`src/rtl/tri_vertex_setup.sv`:
```
// Triangle setup stage: latches three vertices, computes |2*area| with one shared multiplier,
// and commits the staged triangle to the active output bank only on a frame_start pulse.
module tri_vertex_setup #(
  parameter int CW = 12,
  parameter int AW = 22
) (
  input  logic          CLOCK_50,
  input  logic          reset,
  input  logic          in_valid,
  output logic          in_ready,
  input  logic [CW-1:0] in_x1,
  input  logic [CW-1:0] in_y1,
  input  logic [CW-1:0] in_x2,
  input  logic [CW-1:0] in_y2,
  input  logic [CW-1:0] in_x3,
  input  logic [CW-1:0] in_y3,
  input  logic          frame_start,
  output logic [CW-1:0] out_x1,
  output logic [CW-1:0] out_y1,
  output logic [CW-1:0] out_x2,
  output logic [CW-1:0] out_y2,
  output logic [CW-1:0] out_x3,
  output logic [CW-1:0] out_y3,
  output logic [AW-1:0] out_area2,
  output logic          out_valid,
  output logic          out_degen,
  output logic          out_sat,
  output logic          busy
);

  localparam int PW   = 2*CW + 2;
  localparam int ACCW = PW + 1;

  typedef enum logic [2:0] {
    IDLE = 3'd0,
    MUL1 = 3'd1,
    MUL2 = 3'd2,
    MUL3 = 3'd3,
    ABS  = 3'd4,
    PEND = 3'd5
  } state_t;

  state_t                  state_q, state_d;
  logic [2:0][CW-1:0]      stg_x_q, stg_x_d, stg_y_q, stg_y_d;
  logic signed [ACCW-1:0]  acc_q, acc_d;
  logic [AW-1:0]           stg_area_q, stg_area_d;
  logic                    stg_sat_q, stg_sat_d, stg_degen_q, stg_degen_d;
  logic [2:0][CW-1:0]      out_x_q, out_x_d, out_y_q, out_y_d;
  logic [AW-1:0]           out_area_q, out_area_d;
  logic                    out_valid_q, out_valid_d, out_sat_q, out_sat_d, out_degen_q, out_degen_d;

  logic [CW-1:0]           mul_x_s, dif_a_s, dif_b_s;
  logic signed [CW:0]      diff_s;
  logic signed [PW-1:0]    mul_op_s, dif_op_s, prod_s;
  logic signed [ACCW-1:0]  prod_ext_s;
  logic [ACCW-1:0]         mag_s;
  logic                    sat_s;

  // Shared multiplier operand selection: term k is x_k * (y_{k+1} - y_{k+2}).
  always_comb begin
    mul_x_s = {CW{1'b0}};
    dif_a_s = {CW{1'b0}};
    dif_b_s = {CW{1'b0}};
    case (state_q)
      MUL1:    begin mul_x_s = stg_x_q[0]; dif_a_s = stg_y_q[1]; dif_b_s = stg_y_q[2]; end
      MUL2:    begin mul_x_s = stg_x_q[1]; dif_a_s = stg_y_q[2]; dif_b_s = stg_y_q[0]; end
      MUL3:    begin mul_x_s = stg_x_q[2]; dif_a_s = stg_y_q[0]; dif_b_s = stg_y_q[1]; end
      default: begin mul_x_s = {CW{1'b0}}; dif_a_s = {CW{1'b0}}; dif_b_s = {CW{1'b0}}; end
    endcase
  end

  assign diff_s     = $signed({1'b0, dif_a_s}) - $signed({1'b0, dif_b_s});
  assign mul_op_s   = {{(PW-CW){1'b0}}, mul_x_s};
  assign dif_op_s   = {{(PW-CW-1){diff_s[CW]}}, diff_s};
  assign prod_s     = mul_op_s * dif_op_s;
  assign prod_ext_s = {prod_s[PW-1], prod_s};
  assign mag_s      = acc_q[ACCW-1] ? ({ACCW{1'b0}} - acc_q) : acc_q;
  assign sat_s      = (mag_s[ACCW-1:AW] != {(ACCW-AW){1'b0}});

  // Next-state and datapath updates for the setup sequence.
  always_comb begin
    state_d     = state_q;
    stg_x_d     = stg_x_q;
    stg_y_d     = stg_y_q;
    acc_d       = acc_q;
    stg_area_d  = stg_area_q;
    stg_sat_d   = stg_sat_q;
    stg_degen_d = stg_degen_q;
    out_x_d     = out_x_q;
    out_y_d     = out_y_q;
    out_area_d  = out_area_q;
    out_valid_d = out_valid_q;
    out_sat_d   = out_sat_q;
    out_degen_d = out_degen_q;
    case (state_q)
      IDLE: begin
        if (in_valid) begin
          stg_x_d = {in_x3, in_x2, in_x1};
          stg_y_d = {in_y3, in_y2, in_y1};
          state_d = MUL1;
        end else begin
          state_d = IDLE;
        end
      end
      MUL1: begin acc_d = prod_ext_s;         state_d = MUL2; end
      MUL2: begin acc_d = acc_q + prod_ext_s; state_d = MUL3; end
      MUL3: begin acc_d = acc_q + prod_ext_s; state_d = ABS;  end
      ABS: begin
        stg_area_d  = sat_s ? {AW{1'b1}} : mag_s[AW-1:0];
        stg_sat_d   = sat_s;
        stg_degen_d = (acc_q == {ACCW{1'b0}});
        state_d     = PEND;
      end
      PEND: begin
        // Commit only at a frame boundary so downstream never sees a half-updated triangle.
        if (frame_start) begin
          out_x_d     = stg_x_q;
          out_y_d     = stg_y_q;
          out_area_d  = stg_area_q;
          out_sat_d   = stg_sat_q;
          out_degen_d = stg_degen_q;
          out_valid_d = 1'b1;
          state_d     = IDLE;
        end else begin
          state_d = PEND;
        end
      end
      default: state_d = IDLE;
    endcase
  end

  // State, staging and active-bank registers with synchronous reset.
  always_ff @(posedge CLOCK_50) begin
    if (reset) begin
      state_q     <= IDLE;
      stg_x_q     <= {(3*CW){1'b0}};
      stg_y_q     <= {(3*CW){1'b0}};
      acc_q       <= {ACCW{1'b0}};
      stg_area_q  <= {AW{1'b0}};
      stg_sat_q   <= 1'b0;
      stg_degen_q <= 1'b0;
      out_x_q     <= {(3*CW){1'b0}};
      out_y_q     <= {(3*CW){1'b0}};
      out_area_q  <= {AW{1'b0}};
      out_valid_q <= 1'b0;
      out_sat_q   <= 1'b0;
      out_degen_q <= 1'b0;
    end else begin
      state_q     <= state_d;
      stg_x_q     <= stg_x_d;
      stg_y_q     <= stg_y_d;
      acc_q       <= acc_d;
      stg_area_q  <= stg_area_d;
      stg_sat_q   <= stg_sat_d;
      stg_degen_q <= stg_degen_d;
      out_x_q     <= out_x_d;
      out_y_q     <= out_y_d;
      out_area_q  <= out_area_d;
      out_valid_q <= out_valid_d;
      out_sat_q   <= out_sat_d;
      out_degen_q <= out_degen_d;
    end
  end

  assign in_ready  = (state_q == IDLE) && !reset;
  assign busy      = (state_q != IDLE);
  assign out_x1    = out_x_q[0];
  assign out_y1    = out_y_q[0];
  assign out_x2    = out_x_q[1];
  assign out_y2    = out_y_q[1];
  assign out_x3    = out_x_q[2];
  assign out_y3    = out_y_q[2];
  assign out_area2 = out_area_q;
  assign out_valid = out_valid_q;
  assign out_degen = out_degen_q;
  assign out_sat   = out_sat_q;

endmodule

```
`config.mk`:
```
export PLATFORM = sky130hd
export DESIGN_NAME = tri_vertex_setup
export DESIGN_NICKNAME = d
export VERILOG_FILES = /design/src/rtl/tri_vertex_setup.sv
export SDC_FILE = /design/constraint.sdc
export NUM_CORES = 1
export LEC_CHECK = 0
export CORE_MARGIN = 2
export CORE_UTILIZATION = 55
export DETAILED_ROUTE_END_ITERATION = 8
export DONT_BUFFER_PORTS = 1
export PLACE_DENSITY_LB_ADDON = 0.15
export SLEW_MARGIN = 15
export SYNTH_ARGS = -nofsm -noshare
export SYNTH_HDL_FRONTEND = slang
export SYNTH_SLANG_ARGS = --single-unit
```
`constraint.sdc`:
```
create_clock -name CLOCK_50 -period 11.2 [get_ports CLOCK_50]
set_input_delay 2.24 -clock CLOCK_50 [delete_from_list [all_inputs] [get_ports CLOCK_50]]
set_output_delay 2.24 -clock CLOCK_50 [all_outputs]
set_load 0.1 [all_outputs]
```
Yosys cells after proc, flatten, opt, wreduce, memory -nomap -nowiden:

Cells that the tools add are included.

* register bits: 223
* latch bits: 0
* bits in writable memories: 0
* ROM bits: 0
* input port bits: 76
* logic and storage cells: 49
* memories: 0

* $add $sub $neg: 3
* multipliers: 1
* div/mod/pow operators: 0
* magnitude comparators: 0
* eq/ne operators: 5
* shifts and indexed selects: 0
* muxes and demuxes: 9
* bitwise logic cells: 0
* reduce and logical (&&, ||, !) cells: 10

Operator list (number)
* 12-bit one-hot mux with 3 select lines: 3
* 27-bit one-hot mux with 2 select lines: 1
* 27-bit by 26-bit adder with 27-bit output: 1
* 27-bit logical NOT: 1
* 27-bit 2-to-1 mux: 1
* 1-bit by 27-bit subtractor with 27-bit output, first input constant: 1
* 13-bit by 13-bit multiplier with 26-bit output: 1
* 22-bit 2-to-1 mux: 1
* 3-bit one-hot mux with 6 select lines: 1
* 12-bit by 12-bit subtractor with 13-bit output: 1
* 3-bit by 2-bit equality test with 1-bit output, second input constant: 2
* 3-bit equality test, second input constant: 2
* 5-bit nonzero test: 1
* 2-bit AND reduction: 2
* 3-bit by 1-bit equality test with 1-bit output, second input constant: 1
* 3-bit logical NOT: 1
* 3-bit 2-to-1 mux: 1
* 3-bit nonzero test: 1
* 2-bit nonzero test: 1
* 2-bit OR reduction: 1
* 1-bit logical AND: 1
* 1-bit logical NOT: 1
* 1-bit 2-to-1 mux: 1

Logic depth before layout (Yosys ltp):

* depth in word-level cells: 6
* mapped depth: 49
* gate-level depth less buffers: 44

Worst setup path after synthesis:

Ideal clock, no wire load.

* kind: reg-to-reg
* start: reg state_q[0]
* end: reg acc_q[25]
* setup time: 0.132 ns
* arrival: 10.591 ns
* data required time: 11.068 ns
* setup slack: 0.476 ns
* stages on the path, launching flop included: 44
* buffers on the path: 5
* period minus slack after synthesis: 10.724 ns
* cell sequence: dfxtp_1 clkbuf_1 clkbuf_1 clkbuf_1 buf_1 mux2i_1 o21ai_0 nand2_1 ha_1 nor2b_1 o21ai_0 a21boi_0 o21ai_0 nand2b_1 a21oi_1 o21bai_1 a311o_1 nand3_1 [... 8 more ...] inv_1 fa_1 inv_1 ha_1 a21oi_1 inv_1 a21oi_1 o211ai_1 a211oi_1 xnor2_1 ha_1 a21o_1 a221o_1 a21o_1 a41o_1 a221oi_1 xor2_1 a21oi_1

* word-level cells in the longest chain between the ends: 6

RTL lines
* start: declaration: RTL line 43 `state_t state_q, state_d;`
* start signal: assignment: RTL line 149 `state_q <= state_d;`
* 3-bit by 2-bit equality test with 1-bit output / 3-bit by 1-bit equality test with 1-bit output (equally long branches): RTL line 64, 95
* 12-bit one-hot mux with 3 select lines: RTL line 64 `case (state_q)`
* 12-bit by 12-bit subtractor with 13-bit output: RTL line 72 `assign diff_s = $signed({1'b0, dif_a_s}) - $signed({1'b0, dif_b_s});`
* 13-bit by 13-bit multiplier with 26-bit output: RTL line 75 `assign prod_s = mul_op_s * dif_op_s;`
* 27-bit by 26-bit adder with 27-bit output: RTL line 106, 107
* 27-bit one-hot mux with 2 select lines: RTL line 95 `case (state_q)`
* end signal: assignment: RTL line 138 `acc_q <= {ACCW{1'b0}};`
* end: declaration: RTL line 45 `logic signed [ACCW-1:0] acc_q, acc_d;`

Several ways; a longest one is shown, not always the timed one.
A chain may end at the register's enable or synchronous reset.

Worst setup path in the final report:

Same ends and word-level chain as after synthesis.

==> results.py <==
metrics = {
    "run_status": {
        "status": "completed",
    },
    "clock_network": {
        "cts_max_level": 1,
        "cts.sinks": 223,
        "clk_latency_worst_skew_pair_ns": 0.54,
        "cts-root-buf": "clkbuf_16",
        "numCtsBuffers": 24,
        "clock_tree_from_tritoncts": "yes",
        "clock_pin_slew_reported_for_the_worst_setup_and_hold_paths_after_clock_tree_synthesis_ns": 0.06,
        "cts_hold_buffers": 0,
        "clockBufferDepth": 3,
    },
    "setup_path": {
        "cp_slowest_stage_delay_ns": 0.58,
        "arrival_time_of_data_at_the_critical_path_endpoint_ns": 10.82,
        "path_class": "reg2reg",
        "critPathLaunchType": "register",
        "timing.critical_path.to_type": "register",
        "path_common_cell": "fa_1",
        "critPathSlowestCell": "dfxtp_4",
        "worstPathMaxFanout": 24,
        "worst_ep_required_time_ns": 11.61,
    },
    "synth": {
        "syn-cell-area_um2": 16300,
        "synth.area.top_cells": "dfxtp_1 27%, fa_1 14%, nand2_1 12%",
        "post_synth_xor_area_fraction_pct": 4.10,
        "synth-compound-area-share_pct": 16.2,
        "dominant_combinational_cell_family_by_area_after_synthesis": "adder cells",
        "synth-edff-count": 0,
        "synthMuxAreaShare_pct": 2.50,
        "syn_nets": 2413,
        "synth_flop_cell": "dfxtp_1",
        "synth.yosys.warnings": 0,
        "synthSimpleGateAreaFrac_pct": 19.8,
        "async_reset_ff_share_pct": 0,
        "post_synth_fa_ha_maj_area_fraction_pct": 24.1,
        "syn-instance-count": 2090,
        "synth.largest_area_cell": "dfxtp_1",
        "syn_avg_cell_area_um2": 7.82,
        "synth-seq-cells": 223,
        "synth.yosys.seq_area_share_pct": 27.3,
        "synth_cell_types": 63,
        "synthDominantCellAreaShare_pct": 27.3,
    },
    "floorplan": {
        "ports_placed_on_the_boundary": 175,
        "die_area_um2": 31100,
        "dieHeight_um": 176,
        "rows": 63,
        "initial_utilization_pct": 55.4,
        "floorplan.core_area_um2": 29500,
        "die-width_um": 176,
    },
    "worst_hold_path": {
        "min_path_type": "reg2reg",
    },
    "grt": {
        "grt_overflow_total": 0,
        "pin_count_of_the_biggest_net_entering_global_routing": 206,
        "grt_use_total_pct": 29.6,
        "grt_first_pass_wirelength_um": 73200,
        "antenna_found_initial": 0,
        "grt_pass1_vias": 13700,
    },
    "timing": {
        "slew_violations": 0,
        "finalCritPeriodShare_pct": 93.0,
        "setup_viol_count_final": 0,
        "final.min_clock_period_ns": 10.41,
        "finalSetupTns_ns": 0,
        "final.setup.worst_slack_ns": 0.788,
        "max_slew_margin_pct": 23.3,
        "fin_hold_ws_ns": 0.453,
        "report.final.hold_viol_count": 0,
        "fmax_mhz": 96.0,
        "worst_max_slew_pin_slew_ns": 1.15,
        "grt_setup_unrepaired": "no",
        "clock_skew_ns": 0.0282,
    },
    "route": {
        "ant_nets": 0,
        "remaining_drc_errors": 0,
        "drtIter0Drc": 1005,
        "router_iterations_before_antenna_repair": 5,
        "detailroute.via_count": 14200,
        "route.detailed.wl_per_inst_um": 19.1,
        "vias_per_cell": 5.82,
        "route.final.wire_length_um": 46600,
    },
    "place": {
        "place.port_buffers": 0,
        "dpl.hpwl_um": 35300,
        "placedInstanceArea_um2": 16700,
        "place_ws_ns": 0.618,
        "placer_s_final_routability_congestion_estimate": 0.940,
        "post-place-cells": 2399,
    },
    "job": {
        "max_cap_violations": 0,
    },
    "cells_and_area": {
        "fillers": 2796,
        "final-instance-count-excl-fill": 2442,
        "final_stage_net_count": 2358,
        "number_of_diodes_added_for_antenna_fixing": 0,
        "area.growth.synth_to_final_pct": 6.86,
        "drive_above_1_share_pct": 4.68,
        "finish.instance_area_um2": 17500,
    },
    "power": {
        "cellPowerDensity_nw_per_um2": 231,
        "peakVddDrop_mv": 0.159,
        "power_leakage_uw": 0.00757,
    },
}
flip-flops by register name (all words and copies together) (netlist names), 3 cells and up:
| signal | flops |
|---|---|
| stg_x_q | 36 |
| out_y3 | 12 |
| out_x3 | 12 |
| acc_q | 27 |
| stg_y_q | 36 |
| state_q | 3 |
| out_x2 | 12 |
| out_y1 | 12 |
| out_y2 | 12 |
| out_x1 | 12 |
| out_area2 | 22 |
| stg_area_q | 22 |
stage by stage:
| stage | utilization [%] | total power (uW) |
|---|---|---|
| global route | 59.2 | 4340 |
| detailed placement | 56.5 | 3200 |
| floorplan | - | 2650 |
| finish | 59.2 | 4040 |
| CTS | 59.2 | 4020 |
| global placement | 56.5 | 3180 |
Yosys cell counts, types with 3 or more instances:
master / count
buf_1: 8
or4_1: 4
or3_1: 5
xnor2_1: 37
o31ai_1: 6
a21oi_1: 266
o41ai_1: 4
nand2b_1: 8
or2_2: 3
nor2b_1: 5
ha_1: 135
o21ai_0: 68
nand2_1: 543
o211a_1: 6
clkbuf_1: 102
a211oi_1: 19
nor2_1: 135
fa_1: 112
o221ai_1: 5
mux2_2: 6
xor2_1: 37
a31oi_1: 6
and2_1: 16
o211ai_1: 3
o21bai_1: 10
dfxtp_1: 223
mux2i_1: 34
inv_1: 144
nand3_1: 16
o21a_1: 5
o22ai_1: 3
and3_1: 12
a21o_1: 21
a41oi_1: 3
a311oi_1: 9
nor3_1: 34
what timing repair did:
item,in CTS,in global routing
setup endpoints to repair,0,3
gates resized for setup,0,2
setup buffers,0,0
worst paths after layout:
kind,startpoint,end,slack [ns],cells past startpoint
min,stg_area_q[11],out_area2[11],0.45,2
max reg2reg,state_q[0],acc_q[25],0.79,39
min reg2reg,stg_area_q[11],out_area2[11],0.45,2
max,state_q[0],acc_q[25],0.79,39
power breakdown:
| group | internal [uW] | switching (uW) | leakage [uW] |
|---|---|---|---|
| clock network | 468 | 342 | 0.000384 |
| registers | 854 | 111 | 0.00181 |
| logic | 878 | 1390 | 0.00538 |
| total | 2200 | 1840 | 0.00757 |
area by class of cell:
cell class                      count  area, um^2  area share, %
Clock inverter                      9         126          0.724
Inverter                          146         552           3.16
Clock buffer                       34         668           3.83
Sequential cell                   223        4470           25.6
Tap cell                          390         488           2.79
Timing Repair Buffer               31         233           1.33
Multi-Input combinational cell   1609       10900           62.6
layer usage:
metal	up-vias	wire length, um	track usage, %
met4	0	1020	7.44
met2	495	20400	45.4
met1	6833	20600	41.0
met3	70	4560	8.66
li1	6820	-	-
met5	-	0	0
worst max-delay path: cells and delay by family, from the launching register on:
kind                     cells  cell delay (ns)
AND/OR/NAND/NOR              6             0.97
flip-flops                   1             0.58
XOR/XNOR                     2             0.41
AO/OA/AOI/OAI               17             3.73
buffers and inverters        5             0.48
adder cells (fa/ha/maj)      9             4.10
layout by cell type, fill, tap and decap left out, types with 34 or more instances in the layout:
| cell | instances |
|---|---|
| nand2_1 | 542 |
| a21oi_1 | 266 |
| nor2_1 | 133 |
| inv_1 | 144 |
| xor2_1 | 37 |
| ha_1 | 135 |
| mux2i_1 | 34 |
| xnor2_1 | 37 |
| dfxtp_1 | 222 |
| o21ai_0 | 68 |
| fa_1 | 112 |
cells by family (layout without fill, tap and decap cells):
| family | Yosys count | count (layout) |
|---|---|---|
| adder cells (fa/ha/maj) | 247 | 247 |
| flip-flops | 223 | 223 |
| multiplexers | 40 | 40 |
| AO/OA/AOI/OAI | 454 | 454 |
| buffers and inverters | 258 | 220 |
| XOR/XNOR | 75 | 75 |
| AND/OR/NAND/NOR | 793 | 793 |
Note: power is estimated with default switching activity, not from simulation.
